### src/rtl/ram_vector_streamer.sv
// Streams a span of RAM pixels into LANES-wide, widened vectors with valid/ready backpressure.
// The last vector of a span is zero-padded and flagged with data_last; done pulses at completion.
module ram_vector_streamer #(
  parameter int RAM_ADDR_WIDTH = 6,
  parameter int RAM_DATA_WIDTH = 8,
  parameter int PE_DATA_WIDTH  = 16,
  parameter int LANES          = 4,
  parameter int SIGN_EXTEND    = 0
) (
  input  logic                              clk,
  input  logic                              reset_n,
  input  logic                              start,
  input  logic [RAM_ADDR_WIDTH-1:0]         start_addr,
  input  logic [RAM_ADDR_WIDTH:0]           num_words,
  output logic [RAM_ADDR_WIDTH-1:0]         ram_address,
  output logic                              ram_rd_en,
  input  logic [RAM_DATA_WIDTH-1:0]         ram_data,
  output logic [PE_DATA_WIDTH*LANES-1:0]    data_out,
  output logic                              data_valid,
  input  logic                              data_ready,
  output logic                              data_last,
  output logic                              busy,
  output logic                              done
);

  localparam int AW = RAM_ADDR_WIDTH;
  localparam int DW = RAM_DATA_WIDTH;
  localparam int PW = PE_DATA_WIDTH;
  localparam int LW = (LANES > 2) ? $clog2(LANES) : 1;

  localparam logic [1:0] IDLE    = 2'd0;
  localparam logic [1:0] FETCH   = 2'd1;
  localparam logic [1:0] DRAIN   = 2'd2;
  localparam logic [1:0] DONE_ST = 2'd3;

  logic [1:0]          state_q, state_d;
  logic [AW-1:0]       addr_q, addr_d;
  logic [AW:0]         remain_q, remain_d;
  logic [LW-1:0]       lane_q, lane_d;
  logic                pend_q, pend_d;
  logic [LW-1:0]       pend_lane_q, pend_lane_d;
  logic                pend_final_q, pend_final_d;
  logic                pend_last_q, pend_last_d;
  logic [PW-1:0]       buf_q [LANES-1];
  logic [PW-1:0]       buf_d [LANES-1];
  logic [PW*LANES-1:0] out_q, out_d;
  logic                valid_q, valid_d;
  logic                last_q, last_d;

  logic                is_final;
  logic                out_free;
  logic                issue;
  logic [PW-1:0]       pixel_w;
  logic [PW*LANES-1:0] vec_new;

  generate
    if (PW > DW) begin : g_widen
      assign pixel_w = {{(PW-DW){(SIGN_EXTEND != 0) && ram_data[DW-1]}}, ram_data};
    end else begin : g_same
      assign pixel_w = ram_data;
    end
  endgenerate

  // A vector's final word may only be fetched when the output register will be free on its
  // arrival: the current vector is leaving (or absent) and no other final word is in flight.
  assign is_final = (lane_q == LW'(LANES-1)) || (remain_q == (AW+1)'(1));
  assign out_free = (!valid_q || data_ready) && !(pend_q && pend_final_q);
  assign issue    = (state_q == FETCH) && (!is_final || out_free);

  genvar gi;
  generate
    for (gi = 0; gi < LANES-1; gi++) begin : g_lane
      assign vec_new[gi*PW +: PW] = (LW'(gi) < pend_lane_q)  ? buf_q[gi] :
                                    (LW'(gi) == pend_lane_q) ? pixel_w   : '0;
    end
  endgenerate
  assign vec_new[(LANES-1)*PW +: PW] = (pend_lane_q == LW'(LANES-1)) ? pixel_w : '0;

  always_comb begin
    state_d      = state_q;
    addr_d       = addr_q;
    remain_d     = remain_q;
    lane_d       = lane_q;
    buf_d        = buf_q;
    out_d        = out_q;
    valid_d      = valid_q;
    last_d       = last_q;
    pend_d       = issue;
    pend_lane_d  = lane_q;
    pend_final_d = is_final;
    pend_last_d  = (remain_q == (AW+1)'(1));

    case (state_q)
      IDLE: begin
        if (start) begin
          addr_d   = start_addr;
          remain_d = num_words;
          lane_d   = '0;
          state_d  = (num_words == '0) ? DONE_ST : FETCH;
        end
      end
      FETCH: begin
        if (issue) begin
          addr_d   = addr_q + AW'(1);
          remain_d = remain_q - (AW+1)'(1);
          lane_d   = is_final ? '0 : lane_q + LW'(1);
          if (remain_q == (AW+1)'(1)) state_d = DRAIN;
        end
      end
      DRAIN: begin
        if (valid_q && last_q && data_ready) state_d = DONE_ST;
      end
      default: state_d = IDLE;
    endcase

    if (valid_q && data_ready) begin
      valid_d = 1'b0;
      last_d  = 1'b0;
    end

    // Data from last cycle's read lands either in the fill buffer or, with the buffer, in the output.
    if (pend_q) begin
      if (pend_final_q) begin
        out_d   = vec_new;
        valid_d = 1'b1;
        last_d  = pend_last_q;
      end else begin
        buf_d[pend_lane_q] = pixel_w;
      end
    end
  end

  always_ff @(posedge clk or negedge reset_n) begin
    if (!reset_n) begin
      state_q      <= IDLE;
      addr_q       <= '0;
      remain_q     <= '0;
      lane_q       <= '0;
      pend_q       <= 1'b0;
      pend_lane_q  <= '0;
      pend_final_q <= 1'b0;
      pend_last_q  <= 1'b0;
      for (int i = 0; i < LANES-1; i++) buf_q[i] <= '0;
      out_q        <= '0;
      valid_q      <= 1'b0;
      last_q       <= 1'b0;
    end else begin
      state_q      <= state_d;
      addr_q       <= addr_d;
      remain_q     <= remain_d;
      lane_q       <= lane_d;
      pend_q       <= pend_d;
      pend_lane_q  <= pend_lane_d;
      pend_final_q <= pend_final_d;
      pend_last_q  <= pend_last_d;
      buf_q        <= buf_d;
      out_q        <= out_d;
      valid_q      <= valid_d;
      last_q       <= last_d;
    end
  end

  assign ram_rd_en   = issue;
  assign ram_address = issue ? addr_q : '0;
  assign data_out    = out_q;
  assign data_valid  = valid_q;
  assign data_last   = last_q;
  assign busy        = (state_q == FETCH) || (state_q == DRAIN);
  assign done        = (state_q == DONE_ST);

endmodule

### config.mk
export PLATFORM = sky130hd
export DESIGN_NAME = ram_vector_streamer
export DESIGN_NICKNAME = d
export VERILOG_FILES = /design/src/rtl/ram_vector_streamer.sv
export SDC_FILE = /design/constraint.sdc
export NUM_CORES = 1
export LEC_CHECK = 0
export ABC_AREA = 1
export CORE_MARGIN = 2
export CORE_UTILIZATION = 55
export DETAILED_ROUTE_END_ITERATION = 6
export PLACE_DENSITY = 0.95
export SYNTH_ARGS = -nofsm -noshare
export SYNTH_HDL_FRONTEND = slang
export SYNTH_SLANG_ARGS = --single-unit
### constraint.sdc
create_clock -name clk -period 3.1 [get_ports clk]
set_clock_uncertainty 0.1 [all_clocks]
set_input_delay 0.775 -clock clk [delete_from_list [all_inputs] [get_ports clk]]
set_output_delay 0.775 -clock clk [all_outputs]
set_load 0.1 [all_outputs]
==> results of run 1 <==
cells in the mapped netlist, types with 2 or more instances:
| master | number | area share [%] |
|---|---|---|
| o21ai_2 | 15 | 2.9 |
| inv_1 | 48 | 4.0 |
| nor2_1 | 42 | 3.5 |
| ha_1 | 8 | 2.2 |
| nor2_4 | 2 | 0.49 |
| nand3_4 | 2 | 0.77 |
| o21ai_0 | 52 | 5.7 |
| a21oi_1 | 14 | 1.5 |
| buf_6 | 2 | 0.49 |
| nand2_1 | 114 | 9.4 |
| clkbuf_1 | 9 | 0.74 |
| xor2_1 | 4 | 0.77 |
| buf_2 | 6 | 0.66 |
| o22ai_1 | 3 | 0.41 |
| mux2i_1 | 6 | 1.3 |
| o311ai_0 | 5 | 0.96 |
| nand4_1 | 12 | 1.6 |
| or2_2 | 4 | 0.55 |
| nand3_1 | 14 | 1.5 |
| inv_2 | 2 | 0.16 |
| o221ai_1 | 3 | 0.58 |
| buf_4 | 25 | 4.1 |
| o31ai_1 | 8 | 1.3 |
| dfrtp_1 | 96 | 53 |
sequential cells by signal (all words and copies together), names as in the netlist:
signal	cells
lane_q	2
pend_q	1
addr_q	6
remain_q	7
data_out	40
state_q	2
data_last	1
pend_final_q	1
data_valid	1
pend_lane_q	2
buf_q	32
pend_last_q	1
worst paths after layout:
kind,to,slack [ns]
max,ram_address[5],0.12
min,data_out[15],0.27
max reg2reg,data_out[33],0.69
min reg2reg,pend_lane_q[1],0.34
max in group asynchronous,data_valid,1.95
min in group clk,pend_lane_q[1],0.34
repair_timing:
action                     4_1_cts  5_1_grt
setup endpoints to repair        0        6
gates resized for setup          0        1
hold buffers                     0        0
metal layers:
metal  vias to the layer above  wire [um]  GRT usage [%]  share of wire [%]
li1                       1740          -              -                  -
met1                      1763       4225          30.89                 42
met2                       138       5050          40.07                 50
met4                         0         89          7.488               0.89
met3                         8        654          4.789                6.5
met5                         -          0              0                  0
area by class of cell:
class	count	area, um2
clock buffer	9	123.9
clock inverter	7	60.06
fill	622	2715
inverter	50	187.7
multi-input combinational	338	1763
sequential	96	2402
tap	105	131.4
timing repair buffer	79	750.7
cell families after synthesis:
family	Yosys count	share of synthesized area, %
and+or+nand+nor	194	18.63
AOI/OAI and AO/OA	102	13.69
DFF	96	52.76
buffers and inverters	94	10.55
adders and majority gates	8	2.198
muxes	6	1.319
xor gates and xnor gates	4	0.7694
other	1	0.08236
through the flow:
stage	area (um2)	utilization, %	cells	setup WS (ns)	TNS [ns]
after detailed placement	5231	64.31	668	0.05842	0
after global routing	5419	66.62	684	0.01621	0
after CTS	5415	66.57	684	0.05250	0
after global placement	5231	64.31	668	0.1734	0
after floorplan	4639	-	528	-0.2720	-1.632
final	5419	66.62	684	0.1165	0
worst max-delay path, cell delays in order:
cell	delay (ns)
clkdlybuf4s50_1	0.53
o21ai_2	0.11
nand2_1	0.08
nand2_1	0.14
nor2_1	0.26
buf_12	0.21
==> flow_summary.yaml, run 1 <==
outcome:
  status: "finished, final reports clean"
clock_tree:
  cts-root-buf: "clkbuf_8"
  cts_tree: "built"
  clock-sinks: 96
  cts_buffer_depth: 2
  clk_pin_slew_ns: 0.10
  cts.htree.levels: 3
  postCtsSetupRepairBufs: 0
  clk_latency_ns: 0.36
  cts_buffers: 9
placement:
  dpl.hpwl_um: 7204
  numPortBuffers: 75
  routabilityCongestion: 0.9066
final_layout:
  num_antenna_cells: 0
  syn2layout_area_growth_pct: 19.02
  layout.nets: 607
  drive_gt1_share_pct: 17.62
  layout_common_cells: "nand2_1, dfrtp_1, o21ai_0"
  final_common_cell: "nand2_1"
timing:
  drv_slew: 0
  rsz0062_at_grt: "no"
  hold_violations: 0
  whs_ns: 0.2704
  slew_headroom_pct: 48.99
  fin_crit_sh_pct: 96.24
  worst_pin_slew_ns: 0.7643
  min_period_ns: 2.984
  setup-violations-final: 0
  fmax_ghz: 0.3352
global_route:
  grt_antenna_before_repair: 0
  grt_pass1_vias: 3525
  grt_max_degree: 57
  grtUsageTotal_pct: 23.74
  grt.overflow.total: 0
  grt_pass1_wl_um: 16660
yosys:
  synth_ff_type: "dfrtp_1"
  netlist_instances: 505
  seq_area_frac_synth_pct: 52.76
  ys_warn_count: 0
  synth_edf_count: 0
  avgSynthCellArea_um2: 9.016
  yosysUniqueCellTypes: 33
  async_flop_share_pct: 100.0
  syn_area_um2: 4553
  synth_seq_cells: 96
routing:
  totalWireLength_um: 10020
  vias: 3649
  viasPerCell: 5.335
  ant_nets: 0
  drc: 0
  drt_iter0_drc: 276
  dr.pass1.iters: 4
  avgRoutedWirePerCell_um: 14.65
worst_setup_path:
  critPathArrivalTime_ns: 2.11
  crit_path_max_fanout: 7
  start_kind: "input pin"
  worstSetupPathType: "in2out"
  cp-startpoint: "data_ready"
  crit_required_ns: 2.22
  r2r_cells: 5
  crit-reg2reg-launch: "pend_q"
  critPathCaptureType: "output port"
hold_path:
  hold_path_class: "in2async"
die:
  dieArea_um2: 9022
  ios: 100
  die_w_um: 94.99
  coreArea_um2: 8134
  fp-row-count: 33
  start_util_pct: 55.98
  die_height_um: 94.99
run:
  maxCapViolCount: 0
Power of run 1 is not shown: default switching activity piles up to over one toggle a cycle in this logic, so the estimate is an artifact.
==> inputs of run 2 (changes only) <==
==> constraint.sdc (replaced) <==
create_clock -name clk -period 3.6 [get_ports clk]
set_clock_uncertainty 0.1 [all_clocks]
set_input_delay 0.9 -clock clk [delete_from_list [all_inputs] [get_ports clk]]
set_output_delay 0.9 -clock clk [all_outputs]
set_load 0.1 [all_outputs]
==> run 2 against run 1 <==
Against the previous run:
- worst setup slack improved by 0.21 ns
- sequential share of layout area increased by 0.082 points
- design area is 0.18% lower
- final cell count decreased by 0.15%
- wire length up 1.6%
- core utilization down 0.12 points
- highest routed layer unchanged
- critical path depth did not move
==> flow_summary.yaml, run 2 (synthesis gave the netlist of run 1 again) <==
timing:
  setup-violations-final: 0
  fmax_ghz: 0.3052
  tns_ns: 0
  drv_slew: 0
  fin_crit_sh_pct: 91.00
  min_period_ns: 3.276
  hold_violations: 0
  worst_pin_slew_ns: 0.7964
  slew_headroom_pct: 46.91
  rsz0062_at_grt: "no"
routing:
  vias: 3710
  viasPerCell: 5.432
  highest_layer: "met4"
  drc: 0
  avgRoutedWirePerCell_um: 14.91
  dr.pass1.iters: 5
  totalWireLength_um: 10180
  ant_nets: 0
  drt_iter0_drc: 198
  m1WireLength_um: 4260
  wl_met2_um: 4984
  wl_met3_um: 766
worst_setup_path:
  crit_required_ns: 2.60
  critPathArrivalTime_ns: 2.28
  critPathCaptureType: "output port"
  crit_path_max_fanout: 7
  start_kind: "input pin"
  worstSetupPathType: "in2out"
die:
  coreArea_um2: 8134
  ios: 100
  dieArea_um2: 9022
  fp-row-count: 33
  start_util_pct: 55.98
  die_height_um: 94.99
  die_w_um: 94.99
clock_tree:
  cts_tree: "built"
  cts-root-buf: "clkbuf_8"
  ctsResizeCount: 0
  hold_buffers: 0
  cts_buffers: 9
  cts.htree.levels: 3
  clock-sinks: 96
  clk_pin_slew_ns: 0.10
  clk_latency_ns: 0.36
  postCtsSetupRepairBufs: 0
  cts_buffer_depth: 2
hold_path:
  hold_path_class: "reg2reg"
global_route:
  grt_max_degree: 63
  grt_pass1_vias: 3667
  grt_pass1_wl_um: 16750
  grt_antenna_before_repair: 0
  grtUsageTotal_pct: 23.78
  grt.overflow.total: 0
final_layout:
  final_common_cell: "nand2_1"
  largest_reg_flops: 40
  drive_gt1_share_pct: 17.30
  layout_common_cells: "nand2_1, dfrtp_1, o21ai_0"
  layout.nets: 606
  syn2layout_area_growth_pct: 18.80
  num_antenna_cells: 0
placement:
  routabilityCongestion: 0.8895
  numPortBuffers: 75
  dpl.hpwl_um: 7263
outcome:
  status: "finished, final reports clean"
run:
  maxCapViolCount: 0
==> run 2: cell type report <==
type,count,area (um2)
clock buffers,9,123.9
repair buffers,78,743.2
well taps,105,131.4
flip-flops and latches,96,2402
clock inverters,7,61.31
fillers,632,2725
inverters,50,187.7
multi-input cells,338,1759
==> run 2: worst max-delay path, cell delays in order <==
cell and delay [ns]:
clkdlybuf4s50_1 0.45, o21ai_1 0.32, nand2_1 0.10, nand2_1 0.20, inv_1 0.12, buf_12 0.18
==> run 2: path summary, 6_finish.rpt <==
kind,cells after the start,from,end,slack (ns)
worst max-delay path,6,data_ready,ram_rd_en,0.32
worst min-delay path,0,lane_q[1],pend_lane_q[1],0.31
worst max register to register,5,pend_q,data_out[33],1.17
worst min register to register,0,lane_q[1],pend_lane_q[1],0.31
max in group asynchronous,2,reset_n,buf_q[7],2.19
min in group asynchronous,1,reset_n,data_out[33],0.52
==> run 2: layer usage <==
| metal | vias up | track usage (%) |
|---|---|---|
| met2 | 169 | 39.78 |
| li1 | 1738 | - |
| met5 | - | 0 |
| met4 | 0 | 8.333 |
| met3 | 19 | 4.948 |
| met1 | 1784 | 30.84 |
==> run 2: metrics by stage <==
| stage | hold WS (ns) | cell area [um2] | instances | util (%) | setup slack, ns |
|---|---|---|---|---|---|
| 6_report | 0.3133 | 5409 | 683 | 66.50 | 0.3240 |
| 5_1_grt | 0.3511 | 5409 | 683 | 66.50 | 0.1731 |
| 4_1_cts | 0.3251 | 5409 | 683 | 66.50 | 0.3317 |
| 3_5_place_dp | 0.3036 | 5224 | 667 | 64.22 | 0.3333 |
| 3_3_place_gp | 0.2926 | 5224 | 667 | 64.22 | 0.4286 |
| 2_1_floorplan | 0.2778 | 4639 | 528 | - | 0.1001 |
Power of run 2 is left out for the same reason.
==> inputs of run 3 (changes only) <==
--- a/config.mk
+++ b/config.mk
@@ -10,6 +10,7 @@
 export CORE_UTILIZATION = 55
 export DETAILED_ROUTE_END_ITERATION = 6
 export PLACE_DENSITY = 0.95
+export SKIP_CTS_REPAIR_TIMING = 1
 export SYNTH_ARGS = -nofsm -noshare
 export SYNTH_HDL_FRONTEND = slang
 export SYNTH_SLANG_ARGS = --single-unit
==> constraint.sdc (replaced) <==
create_clock -name clk -period 3.6 [get_ports clk]
set_clock_uncertainty 0.1 [all_clocks]
set_input_delay 0.9 -clock clk [delete_from_list [all_inputs] [get_ports clk]]
set_output_delay 0.9 -clock clk [all_outputs]
set_load 0.01 [all_outputs]
==> run 3 against run 2 <==
Against the previous run:
- via count up 0.62%
- first-iteration DRC count increased by 42%
- critical endpoint is now ram_address[3]
- wire length up 2.0%
==> flow_summary.yaml, run 3 (synthesis gave the netlist of run 1 again) <==
outcome:
  status: "finished, final reports clean"
worst_setup_path:
  crit-reg2reg-launch: "pend_q"
  r2r_cells: 5
  path_delay_family: "buffers and inverters"
  path_buf_inv: 2
  crit_path_max_fanout: 7
  worstSetupPathType: "in2out"
  r2r_end: "data_out[33]"
  critPathArrivalTime_ns: 2.45
  crit_chain: "clkdlybuf4s50_1 -> o21ai_2 -> nand2_1 -> nand2_1 -> nor2_1 -> clkdlybuf4s50_1"
  cpMaxStageDelayCell: "clkdlybuf4s50_1"
  critPathCaptureType: "output port"
  worst_path_largest_cell_delay_ns: 0.56
  start_kind: "input pin"
  crit_required_ns: 2.60
  cp-startpoint: "data_ready"
  rrSetupSlack_ns: 1.23
routing:
  viasPerCell: 5.458
  drt_iter0_drc: 281
  totalWireLength_um: 10390
  vias: 3733
  drc: 0
  ant_nets: 0
  dr.pass1.iters: 5
  avgRoutedWirePerCell_um: 15.18
die:
  ios: 100
  coreArea_um2: 8134
  dieArea_um2: 9022
  die_height_um: 94.99
  start_util_pct: 55.98
  die_w_um: 94.99
  fp-row-count: 33
placement:
  numPortBuffers: 75
  dpl.hpwl_um: 7448
  routabilityCongestion: 0.9168
  post_dp_cell_area_um2: 5259
global_route:
  grt_antenna_before_repair: 0
  grt_pass1_wl_um: 17220
  grtUsageTotal_pct: 24.59
  grt_pass1_vias: 3661
  grt_max_degree: 63
  grt.overflow.total: 0
final_layout:
  fill_cells: 614
  layout_common_cells: "nand2_1, dfrtp_1, clkdlybuf4s50_1"
  regArea_um2: 2402
  final_common_cell: "nand2_1"
  layout.nets: 607
  stdcell_area_um2: 5444
  drive_gt1_share_pct: 8.636
  syn2layout_area_growth_pct: 19.57
  largest_reg_flops: 40
  num_antenna_cells: 0
  multiInputGateArea_um2: 1763
timing:
  hold_violations: 0
  fin_crit_sh_pct: 95.84
  worst_pin_slew_ns: 0.7819
  slew_headroom_pct: 47.87
  whs_ns: 0.3352
  rsz0062_at_grt: "no"
  setup-violations-final: 0
  fmax_ghz: 0.2898
  min_period_ns: 3.450
  tns_ns: 0
  drv_slew: 0
clock_tree:
  cts_buffer_depth: 2
  cts-root-buf: "clkbuf_8"
  clock-sinks: 96
  cts.htree.levels: 3
  cts_buffers: 9
  cts_tree: "built"
  clk_pin_slew_ns: 0.09
  clk_latency_ns: 0.37
hold_path:
  hold_start: "lane_q[1]"
  hold_path_class: "reg2reg"
  min_path_cells: 0
  whs_endpoint: "pend_lane_q[1]"
power_and_ir_drop:
  power_leakage_nw: 2.601
  peakVddDrop_v: 0.0007020
  cellPowerDensity_nw_per_um2: 796.9
  power.total_mw: 4.338
run:
  maxCapViolCount: 0
## run 3: worst max-delay path by stage
| stage | to | slack [ns] | depth (start not counted) |
|---|---|---|---|
| floorplan | ram_rd_en | 1.11 | 4 |
| global placement | ram_rd_en | 0.16 | 6 |
| detailed placement | ram_address[3] | 0.09 | 6 |
| CTS | ram_rd_en | 0.08 | 6 |
| global route | ram_address[0] | 0.03 | 6 |
| finish | ram_address[3] | 0.15 | 6 |
## run 3: layout make-up
cell class	count	area share, %
multi-input combinational	338	32.38
inverter	50	3.447
clock inverter	5	0.7355
tap	105	2.413
timing repair buffer	79	14.30
clock buffer	11	2.597
sequential	96	44.13
## run 3: stage by stage
step | utilization (%) | std cells | setup slack (ns)
2_1_floorplan | - | 528 | 1.110
3_3_place_gp | 64.65 | 668 | 0.1608
3_5_place_dp | 64.65 | 668 | 0.08568
4_1_cts | 66.88 | 684 | 0.07783
5_1_grt | 66.93 | 684 | 0.02790
6_report | 66.93 | 684 | 0.1497
## run 3: routing by layer
| layer | wire [um] | track usage (%) | vias to the layer above |
|---|---|---|---|
| met3 | 715 | 3.990 | 24 |
| met4 | 199 | 9.783 | 0 |
| met5 | 0 | 0 | - |
| met1 | 4274 | 32.26 | 1783 |
| li1 | - | - | 1739 |
| met2 | 5196 | 40.96 | 187 |
## run 3: power breakdown
part / switching (mW) / internal [mW]
clock network: 0.382 / 0.274
registers: 0.338 / 1.48
logic: 1.06 / 0.805
total: 1.78 / 2.56
No activity file was read; power rests on OpenSTA's default activity.
